--- src/rtl/contador_pulsos_param.sv ---
// Debounced push-button rising-edge counter with configurable width,
// up/down direction and a wrap-or-saturate policy at the count limits.
module contador_pulsos_param #(
  parameter int WIDTH      = 16,
  parameter int DEB_CYCLES = 4,
  parameter bit SATURATE   = 1'b0
) (
  input  logic             clk,
  input  logic             rst_n,
  input  logic             boton,
  input  logic             en,
  input  logic             clr,
  input  logic             dir,
  output logic [WIDTH-1:0] count,
  output logic             pulse,
  output logic             wrap,
  output logic             boton_db
);

  localparam int DW = $clog2(DEB_CYCLES) + 1;
  localparam logic [DW-1:0] DEB_LAST = DW'(DEB_CYCLES - 1);
  localparam logic [WIDTH-1:0] CNT_MAX = {WIDTH{1'b1}};

  logic             sync1;
  logic             s;
  logic [DW-1:0]    deb_cnt;
  logic             accept;
  logic             rise;
  logic             at_limit;
  logic [WIDTH-1:0] count_step;

  always_comb begin
    accept = (s != boton_db) && (deb_cnt == DEB_LAST);
    rise   = accept && s;
  end

  // Candidate count for an enabled step; in saturate mode a limit hit holds the value.
  always_comb begin
    at_limit   = dir ? (count == CNT_MAX) : (count == '0);
    count_step = dir ? (count + 1'b1) : (count - 1'b1);
    if (at_limit && SATURATE) begin
      count_step = count;
    end
  end

  always_ff @(posedge clk) begin
    if (!rst_n) begin
      sync1    <= 1'b0;
      s        <= 1'b0;
      deb_cnt  <= '0;
      boton_db <= 1'b0;
      count    <= '0;
      pulse    <= 1'b0;
      wrap     <= 1'b0;
    end else begin
      sync1 <= boton;
      s     <= sync1;

      // Any return of s to the accepted level restarts the persistence window.
      if (s == boton_db) begin
        deb_cnt <= '0;
      end else if (accept) begin
        boton_db <= s;
        deb_cnt  <= '0;
      end else begin
        deb_cnt <= deb_cnt + 1'b1;
      end

      pulse <= rise;
      wrap  <= 1'b0;
      if (clr) begin
        count <= '0;
      end else if (rise && en) begin
        count <= count_step;
        wrap  <= at_limit;
      end
    end
  end

endmodule
--- config.mk ---
export PLATFORM = sky130hd
export DESIGN_NAME = contador_pulsos_param
export DESIGN_NICKNAME = d
export VERILOG_FILES = /design/src/rtl/contador_pulsos_param.sv
export SDC_FILE = /design/constraint.sdc
export NUM_CORES = 1
export LEC_CHECK = 0
export CAP_MARGIN = 0
export CORE_MARGIN = 8
export CORE_UTILIZATION = 47
export DETAILED_ROUTE_END_ITERATION = 10
export MAX_ROUTING_LAYER = met4
export PLACE_DENSITY = 0.71
export REMOVE_ABC_BUFFERS = 1
export SETUP_SLACK_MARGIN = 0.15
export SYNTH_ARGS = -nofsm -noshare
export SYNTH_HDL_FRONTEND = slang
export SYNTH_SLANG_ARGS = --single-unit
--- constraint.sdc ---
create_clock -name clk -period 3.57 [get_ports clk]
set_clock_uncertainty 0.15 [all_clocks]
set_input_delay 0.357 -clock clk [delete_from_list [all_inputs] [get_ports clk]]
set_output_delay 0.357 -clock clk [all_outputs]
set_load 0.01 [all_outputs]
### Word-level counts from Yosys, hierarchy flattened

Index checks and enable logic that the tools add are counted.

* register bits after elaboration: 24
* bits of input ports: 6
* output and inout port bits: 19
* word-level logic and storage cells: 27

* $add $sub $neg: 3
* equality and inequality tests: 4
* multiplexer cells: 2
* bitwise gates (word level): 3
* reductions and logical operators: 8

Operators with widths (number)
* 16-bit by 1-bit adder with 16-bit output (second input constant): 1
* 16-bit equality test (second input constant): 1
* 16-bit zero test: 1
* 16-bit two-way mux: 1
* 16-bit by 1-bit subtractor with 16-bit output (second input constant): 1
* 3-bit OR reduction: 2
* 3-bit by 1-bit adder with 3-bit output (second input constant): 1
* 3-bit by 2-bit equality test with 1-bit output (second input constant): 1
* 1-bit logical AND: 3
* 1-bit inverter: 3
* 2-bit AND reduction: 1
* 2-bit OR reduction: 1
* 1-bit equality test: 1
* 1-bit two-way mux: 1
* 1-bit != test: 1

### Logic depth before layout (Yosys ltp)

Gate-level depths: netlist (run 1).

* word-level depth: 6
* gate-level depth with buffers: 9

### Worst setup path after synthesis (run 1)

OpenSTA, ideal clock, no wires.

* path type: input to register
* start: in dir
* end: reg count[13]
* arrival: 2.092 ns
* data required time: 3.298 ns
* setup slack: 1.206 ns
* cell stages on the path: 8
* buffers on the path: 0
* path through: inv_1 -> ha_1 -> a21o_1 -> a31oi_1 -> a21oi_2 -> o211ai_2 -> a2111oi_2 -> a311o_1

* longest elaborated chain between the ends: 1

Ends and longest elaborated chain
* start: declaration: RTL line 13 `input logic dir,`
* 16-bit two-way mux: RTL line 40 `count_step = dir ? (count + 1'b1) : (count - 1'b1);`
* end signal: assignment: RTL line 74 `count <= count_step;`
* end: declaration: RTL line 14 `output logic [WIDTH-1:0] count,`

Every way passes these cells.
A chain may end at the register's enable or synchronous reset.

### Worst setup path in the final report (run 1)

* start: in dir
* end: reg count[11]

The elaborated chain is that of the path after synthesis.

==> results of run 1 <==
-- stage by stage --
step             util  worst slack [ps]  std cells
2_1_floorplan       -              1185        197
3_3_place_gp   0.5542             466.8        271
3_5_place_dp   0.5542             434.2        271
4_1_cts        0.5689             793.6        275
5_1_grt        0.5689             582.0        275
6_report       0.5689             767.7        275
-- sequential cells by signal (all words and copies together), names as in the netlist --
| signal | cells |
|---|---|
| count | 16 |
| deb_cnt | 3 |
| boton_db | 1 |
| pulse | 1 |
| s | 1 |
| sync1 | 1 |
| wrap | 1 |
-- cell usage in the layout, fill, tap and decap left out, types with 3 or more instances in the layout --
cell type,count
sky130_fd_sc_hd__dfxtp_1,24
sky130_fd_sc_hd__clkdlybuf4s50_1,24
sky130_fd_sc_hd__nand2_1,21
sky130_fd_sc_hd__a21oi_1,18
sky130_fd_sc_hd__ha_1,16
sky130_fd_sc_hd__nor2_1,12
sky130_fd_sc_hd__nor3_1,8
sky130_fd_sc_hd__nand3_1,7
sky130_fd_sc_hd__inv_1,6
sky130_fd_sc_hd__nand4_1,6
sky130_fd_sc_hd__nor4_1,6
sky130_fd_sc_hd__nor2b_1,5
sky130_fd_sc_hd__xor2_1,4
sky130_fd_sc_hd__o21ai_0,4
sky130_fd_sc_hd__a21o_1,4
sky130_fd_sc_hd__a31oi_1,4
sky130_fd_sc_hd__xnor2_1,4
sky130_fd_sc_hd__a21o_2,3
sky130_fd_sc_hd__and3_1,3
sky130_fd_sc_hd__a311o_1,3
sky130_fd_sc_hd__and4_1,3
sky130_fd_sc_hd__a211oi_1,3
sky130_fd_sc_hd__or3_1,3
sky130_fd_sc_hd__clkbuf_4,3
-- critical path, cell delays in order --
cell                              delay, ps
sky130_fd_sc_hd__clkdlybuf4s50_1        410
sky130_fd_sc_hd__inv_1                  430
sky130_fd_sc_hd__ha_1                   410
sky130_fd_sc_hd__a21o_1                 210
sky130_fd_sc_hd__a31oi_1                300
sky130_fd_sc_hd__a21oi_2                130
sky130_fd_sc_hd__nor3_2                 230
sky130_fd_sc_hd__nor4_1                  80
sky130_fd_sc_hd__a311o_1                330
-- path summary, 6_finish.rpt --
path                                 start         end  cells past startpoint
worst max-delay path                   dir   count[11]                      9
worst min-delay path            deb_cnt[0]  deb_cnt[0]                      1
worst max register to register    count[0]    count[8]                      8
worst min register to register  deb_cnt[0]  deb_cnt[0]                      1
-- where the power goes --
part / total [mW] / switching [mW] / internal, mW
logic: 0.0497 / 0.0302 / 0.0195
registers: 0.270 / 0.000636 / 0.269
clock network: 0.203 / 0.0890 / 0.114
total: 0.522 / 0.120 / 0.402
-- cell families after synthesis --
group / after synthesis
compound gates: 51
xor+xnor: 8
fa+ha+maj: 17
buf+inv: 13
flops: 24
mux: 4
simple gates: 87
-- metal layers --
metal | vias to the layer above | track usage | part of all wire
met5 | - | - | 0
met3 | 5 | 0.02712 | 0.036
li1 | 812 | - | -
met2 | 37 | 0.2296 | 0.45
met4 | 0 | 0.05769 | 0.014
met1 | 704 | 0.1813 | 0.50
-- area by class of cell --
| cell class | instances | area [um2] |
|---|---|---|
| fill | 354 | 1543 |
| multi-input combinational | 167 | 1165 |
| sequential | 24 | 480.5 |
| timing repair buffer | 26 | 255.2 |
| tap | 48 | 60.06 |
| clock inverter | 1 | 30.03 |
| clock buffer | 3 | 22.52 |
| inverter | 6 | 22.52 |
==> results.md, run 1 <==
- Run status: finished, final reports clean
- Source-to-sink clock delay at the later pin of the worst-skew pair: between 300 and 400 ps
- Routability-driven placement congestion ratio: 0.8892
- Post-CTS resize count: 0
- Leading area contributor after synthesis: sky130_fd_sc_hd__dfxtp_1
- Number of antenna violations at the first check in global routing: 0
- Unique cell type count in the Yosys netlist: 50
- Overall track demand over capacity in global routing: 0.1466
- Horizontal die dimension: 76.48 um
- Share of Yosys cell area claimed by the top area cell type: 0.2795
- Number of sinks on the clock net: 24
- DRC Markers: 0
- Maximum clock frequency: approximately 0.36 GHz
- Biggest area contributors in the synthesized netlist: sky130_fd_sc_hd__dfxtp_1 (28%), sky130_fd_sc_hd__ha_1 (12%), sky130_fd_sc_hd__a21oi_1 (5.2%)
- Most common cell in the netlist: sky130_fd_sc_hd__dfxtp_1
- Via count: 1558
- Adder and majority cell fraction of the synthesized area: 0.1281
- Max-slew violations: 0
- Power density of the placed cells: 256.6 mW/mm2
- RSZ-0062 raised after global routing: no
- Crit share post-route: 0.7849
- Setup CP Type: input port to register
- Placed instance area: a little under 0.002 mm2
- Arrival time worst endpoint: 2890 ps
- Worst-case register-to-register setup slack: 1120 ps
- Combinational family with the most area after synthesis: simple AND/OR/NAND/NOR gates
- Relative area change from synthesis to final layout: 18.41%
- Cell area after synthesis: 0.001719 mm2
- Count of endpoints failing hold in the final timing report: 0
- Largest driver fanout on the critical path: 16
- Headroom to the max-slew limit: 0.6161
- Number of post-CTS setup repair buffers: 0
- Number of max-cap violations: 0
- Pleak: approximately 0.8 nW
- Most frequent cells after synthesis: sky130_fd_sc_hd__dfxtp_1 (24), sky130_fd_sc_hd__nand2_1 (21), sky130_fd_sc_hd__a21oi_1 (18)
- Fraction of final layout cells sized beyond drive strength 1: 0.09251
- Router iterations before antenna repair: 4
- Longest Clk Path Bufs: 2
- Fin area: 0.002036 mm2
- TritonCTS Buffers: 3
- Kind of end point of the critical path: register
- # diodes: 0
- Shortest period the worst path allows: around 2800 ps
- Worst min-delay path category: register to register
- Routed vias/inst: 5.665
- Maximum number of pins on one net before global-route repair: 17
- Floorplan die area: 0.005849 mm2
- Sum of negative setup slack: 0 ps
- Count of final setup violators: 0
- Remaining global-route overflow: 0
- Detailed-route wire length per cell: approximately 15 um
- Worst vdd rail ir drop: 141.4 uV
- Mean instance size in the synthesized netlist: between 8 and 9 um2
- IO Port Bufs: 24
- Site row count: 22
- Wire length of the first global-routing pass: 7065 um
- Synth Area in Compound Gates: 0.2038
- IO Count: 25
- Detailed router's first-iteration violation count: between 60 and 70
- Master cell of the clock root buffer: sky130_fd_sc_hd__clkbuf_4
- Clock-pin slew on the worst setup and hold paths: 140 ps
- Crit path required time: around 3700 ps
- Total wire length: approximately 4000 um
- H-tree levels: 1
- Area fraction in and, or, nand and nor cells after synthesis: 0.2802
- Cts hold-fix bufs: 0
- Starting density of the core: 0.4804
- Synthesis-stage register bit count: 24
- Core area: approximately 0.0036 mm2
- Number of global-route vias before repair: ~1500
- Die height: 76.48 um
- Number of enable flip-flop cells after synthesis: 0
- Hold Slack: 283.7 ps
- Number of warnings reported in the yosys synthesis log: 0
- Post-detail-place hpwl: between 2000 and 3000 um
- Number of cells produced by synthesis: 204
- Share of synthesized registers carrying an async set or reset: 0
- Total Power: 0.5223 mW
- Antenna Nets Post-Route: 0
- Worst Tran Pin Value: between 500 and 600 ps
- Final net count: 251
- Post-synthesis mux area share: 0.02475
- Clock tree from TritonCTS: built
- Most frequently used flop master after synthesis: sky130_fd_sc_hd__dfxtp_1
- Sequential element share of the synthesized area: 0.2795
- Synth Area in XOR/XNOR: 0.04076
- Critical path launch point type: input port
No activity file was read; power rests on OpenSTA's default activity.
==> run 2, diff against run 1 <==
--- a/config.mk
+++ b/config.mk
@@ -10,7 +10,7 @@
 export CORE_UTILIZATION = 47
 export DETAILED_ROUTE_END_ITERATION = 10
 export MAX_ROUTING_LAYER = met4
-export PLACE_DENSITY = 0.71
+export PLACE_DENSITY = 0.73
 export REMOVE_ABC_BUFFERS = 1
 export SETUP_SLACK_MARGIN = 0.15
 export SYNTH_ARGS = -nofsm -noshare
==> constraint.sdc (replaced) <==
create_clock -name clk -period 2.55 [get_ports clk]
set_clock_uncertainty 0.15 [all_clocks]
set_input_delay 0.255 -clock clk [delete_from_list [all_inputs] [get_ports clk]]
set_output_delay 0.255 -clock clk [all_outputs]
set_load 0.01 [all_outputs]
==> results.md, run 2 (synthesis results as in run 1) <==
- Run status: finished, final reports clean
- Starting density of the core: 0.4804 (unchanged)
- Critical path launch point type: input port
- IO Count: 25 (unchanged)
- Number of sinks on the clock net: 24 (unchanged)
- Internal power component: 0.5854 mW (+45%)
- Worst Tran Pin Value: 569.3 ps (-6.509 ps)
- Via count: 1749 (+12%)
- IO Port Bufs: 24 (unchanged)
- Number of antenna violations at the first check in global routing: 0 (unchanged)
- Detailed-route wire length per cell: 14.26 um (-2.1%)
- TritonCTS Buffers: 3 (unchanged)
- Antenna Nets Post-Route: 0 (unchanged)
- Master cell of the clock root buffer: sky130_fd_sc_hd__clkbuf_4
- Number of max-cap violations: 0 (unchanged)
- Headroom to the max-slew limit: 0.6204 (+0.004340)
- Switching power: 0.1781 mW (+49%)
- RSZ-0062 raised after global routing: no
- Post-route non-filler standard cell count: 313 (+14%)
- Count of endpoints failing hold in the final timing report: 0 (unchanged)
- Floorplan die area: 0.005849 mm2 (unchanged)
- Final net count: 289 (+15%)
- Commonest non-fill, non-tap cell in the layout: sky130_fd_sc_hd__buf_4
- # diodes: 0 (unchanged)
- Post-detail-place hpwl: 3453 um (+16%)
- Wire length of the first global-routing pass: 7879 um (+12%)
- Crit path required time: 2610 ps (-1050 ps)
- Fraction of final layout cells sized beyond drive strength 1: 0.2453 (+0.1528)
- Detailed router's first-iteration violation count: 87 (+34%)
- Horizontal die dimension: 76.48 um (unchanged)
- Largest registers ranked by flip-flop count: count (16), deb_cnt (3)
- Overall track demand over capacity in global routing: 0.1605 (+0.01384)
- Kind of end point of the critical path: register
- Worst vdd rail ir drop: 328.1 uV (+130%)
- Clock-pin slew on the worst setup and hold paths: 150 ps (about the same)
- Sequential share of power: 0.495 (-0.022)
- Maximum number of pins on one net before global-route repair: 15 (-2)
- Fraction of power consumed by the clock network: 0.374 (-0.014)
- Max-slew violations: 0 (unchanged)
- Shortest period the worst path allows: 2284 ps
- Relative area change from synthesis to final layout: 36.75%
- Register containing the most flip-flops in the final layout: count
- Sw frac: 0.2333 (+0.003910)
- Router iterations before antenna repair: 4 (unchanged)
- Worst min-delay path category: register to register
- Core area: 0.003578 mm2 (unchanged)
- Die height: 76.48 um (unchanged)
- Power density of the placed cells: 324.8 mW/mm2 (+27%)
- DRC Markers: 0 (unchanged)
- Top library cells by usage in the layout, fill and taps aside: sky130_fd_sc_hd__buf_4 (39), sky130_fd_sc_hd__dfxtp_1 (23), sky130_fd_sc_hd__clkdlybuf4s50_1 (23), sky130_fd_sc_hd__nand2_1 (21), sky130_fd_sc_hd__a21oi_1 (17)
- Largest driver fanout on the critical path: 6 (-10)
- Clock tree from TritonCTS: built
- Routability-driven placement congestion ratio: 0.9112 (+2.5%)
- Count of final setup violators: 0 (unchanged)
- Maximum clock frequency: roughly 0.44 GHz
- Number of instances in the placed design: 306 (+13%)
- Site row count: 22 (unchanged)
- Crit share post-route: 0.8957
- Remaining global-route overflow: 0 (unchanged)
- Cts hold-fix bufs: 0 (unchanged)
- Longest Clk Path Bufs: 2 (unchanged)
- Number of global-route vias before repair: 1803 (+18%)
- Pleak: 0.9776 nW (+23%)
- Arrival time worst endpoint: 2340 ps (-550 ps)
- Logic gate share of total power: 0.131 (+0.036)
- Setup CP Type: input port to register
- Max FFs per register: 16 (unchanged)
- Total wire length: 4464 um (+11%)
- H-tree levels: 1 (unchanged)
- Final core utilization: 0.6570 (+0.08811)
- Source-to-sink clock delay at the later pin of the worst-skew pair: 320 ps (about the same)
- Routed vias/inst: 5.588 (-1.4%)
run 2: worst max-delay path, stage by stage:
cell                            delay, ps
sky130_fd_sc_hd__dlygate4sd2_1        280
sky130_fd_sc_hd__clkinvlp_4           110
sky130_fd_sc_hd__buf_4                170
sky130_fd_sc_hd__ha_1                 350
sky130_fd_sc_hd__a21o_1               200
sky130_fd_sc_hd__a31oi_2              220
sky130_fd_sc_hd__a21oi_2              110
sky130_fd_sc_hd__nor3_2               190
sky130_fd_sc_hd__buf_4                150
sky130_fd_sc_hd__mux2i_1              210
sky130_fd_sc_hd__nor3_1                80
run 2: cell type report:
cell class                      count  area, um2
Fill cell                         300       1227
Timing Repair Buffer               64      536.8
Multi-Input combinational cell    167       1194
Sequential cell                    24      481.7
Clock inverter                      1      30.03
Tap cell                           48      60.06
Clock buffer                        3      22.52
Inverter                            6      26.28
run 2: worst paths after layout:
check / start / to / slack [ps] / cells after the start
min: deb_cnt[0] / deb_cnt[0] / 290 / 1
max: dir / count[15] / 270 / 11
max reg2reg: count[1] / count[8] / 290 / 8
min reg2reg: deb_cnt[0] / deb_cnt[0] / 290 / 1
run 2: per-layer routing:
layer	vias up	GRT usage	routed length [um]
met5	-	-	0
met4	0	0.05962	82
met3	11	0.02241	166
met2	43	0.2725	2122
met1	812	0.1870	2092
li1	883	-	-
run 2: power groups by stage:
stage | clock network (mW) | registers, mW | logic (mW)
2_1_floorplan | 0 | 0.386 | 0.0461
3_3_place_gp | 0 | 0.386 | 0.0910
3_5_place_dp | 0 | 0.386 | 0.0931
4_1_cts | 0.285 | 0.378 | 0.0999
5_1_grt | 0.309 | 0.378 | 0.110
6_report | 0.285 | 0.378 | 0.100
run 2: repair_timing:
| item | in CTS | in global routing |
|---|---|---|
| endpoints found under the setup margin | 6 | 5 |
| setup buffers | 3 | 0 |
| resized for setup | 6 | 2 |
| cloned | 0 | 0 |
run 2: through the flow:
step                cell area (um2)  setup slack, ps  hold slack, ps  setup TNS [ps]  power, mW
finish                         2351            266.1           289.5               0     0.7636
global route                   2351            183.3           323.4               0     0.7974
CTS                            2355            225.6           296.4               0     0.7631
detailed placement             2246           -324.8           272.0           -1957     0.4792
global placement               2246           -257.3           263.3           -1436     0.4771
floorplan                      1668            265.2           226.7               0     0.4320
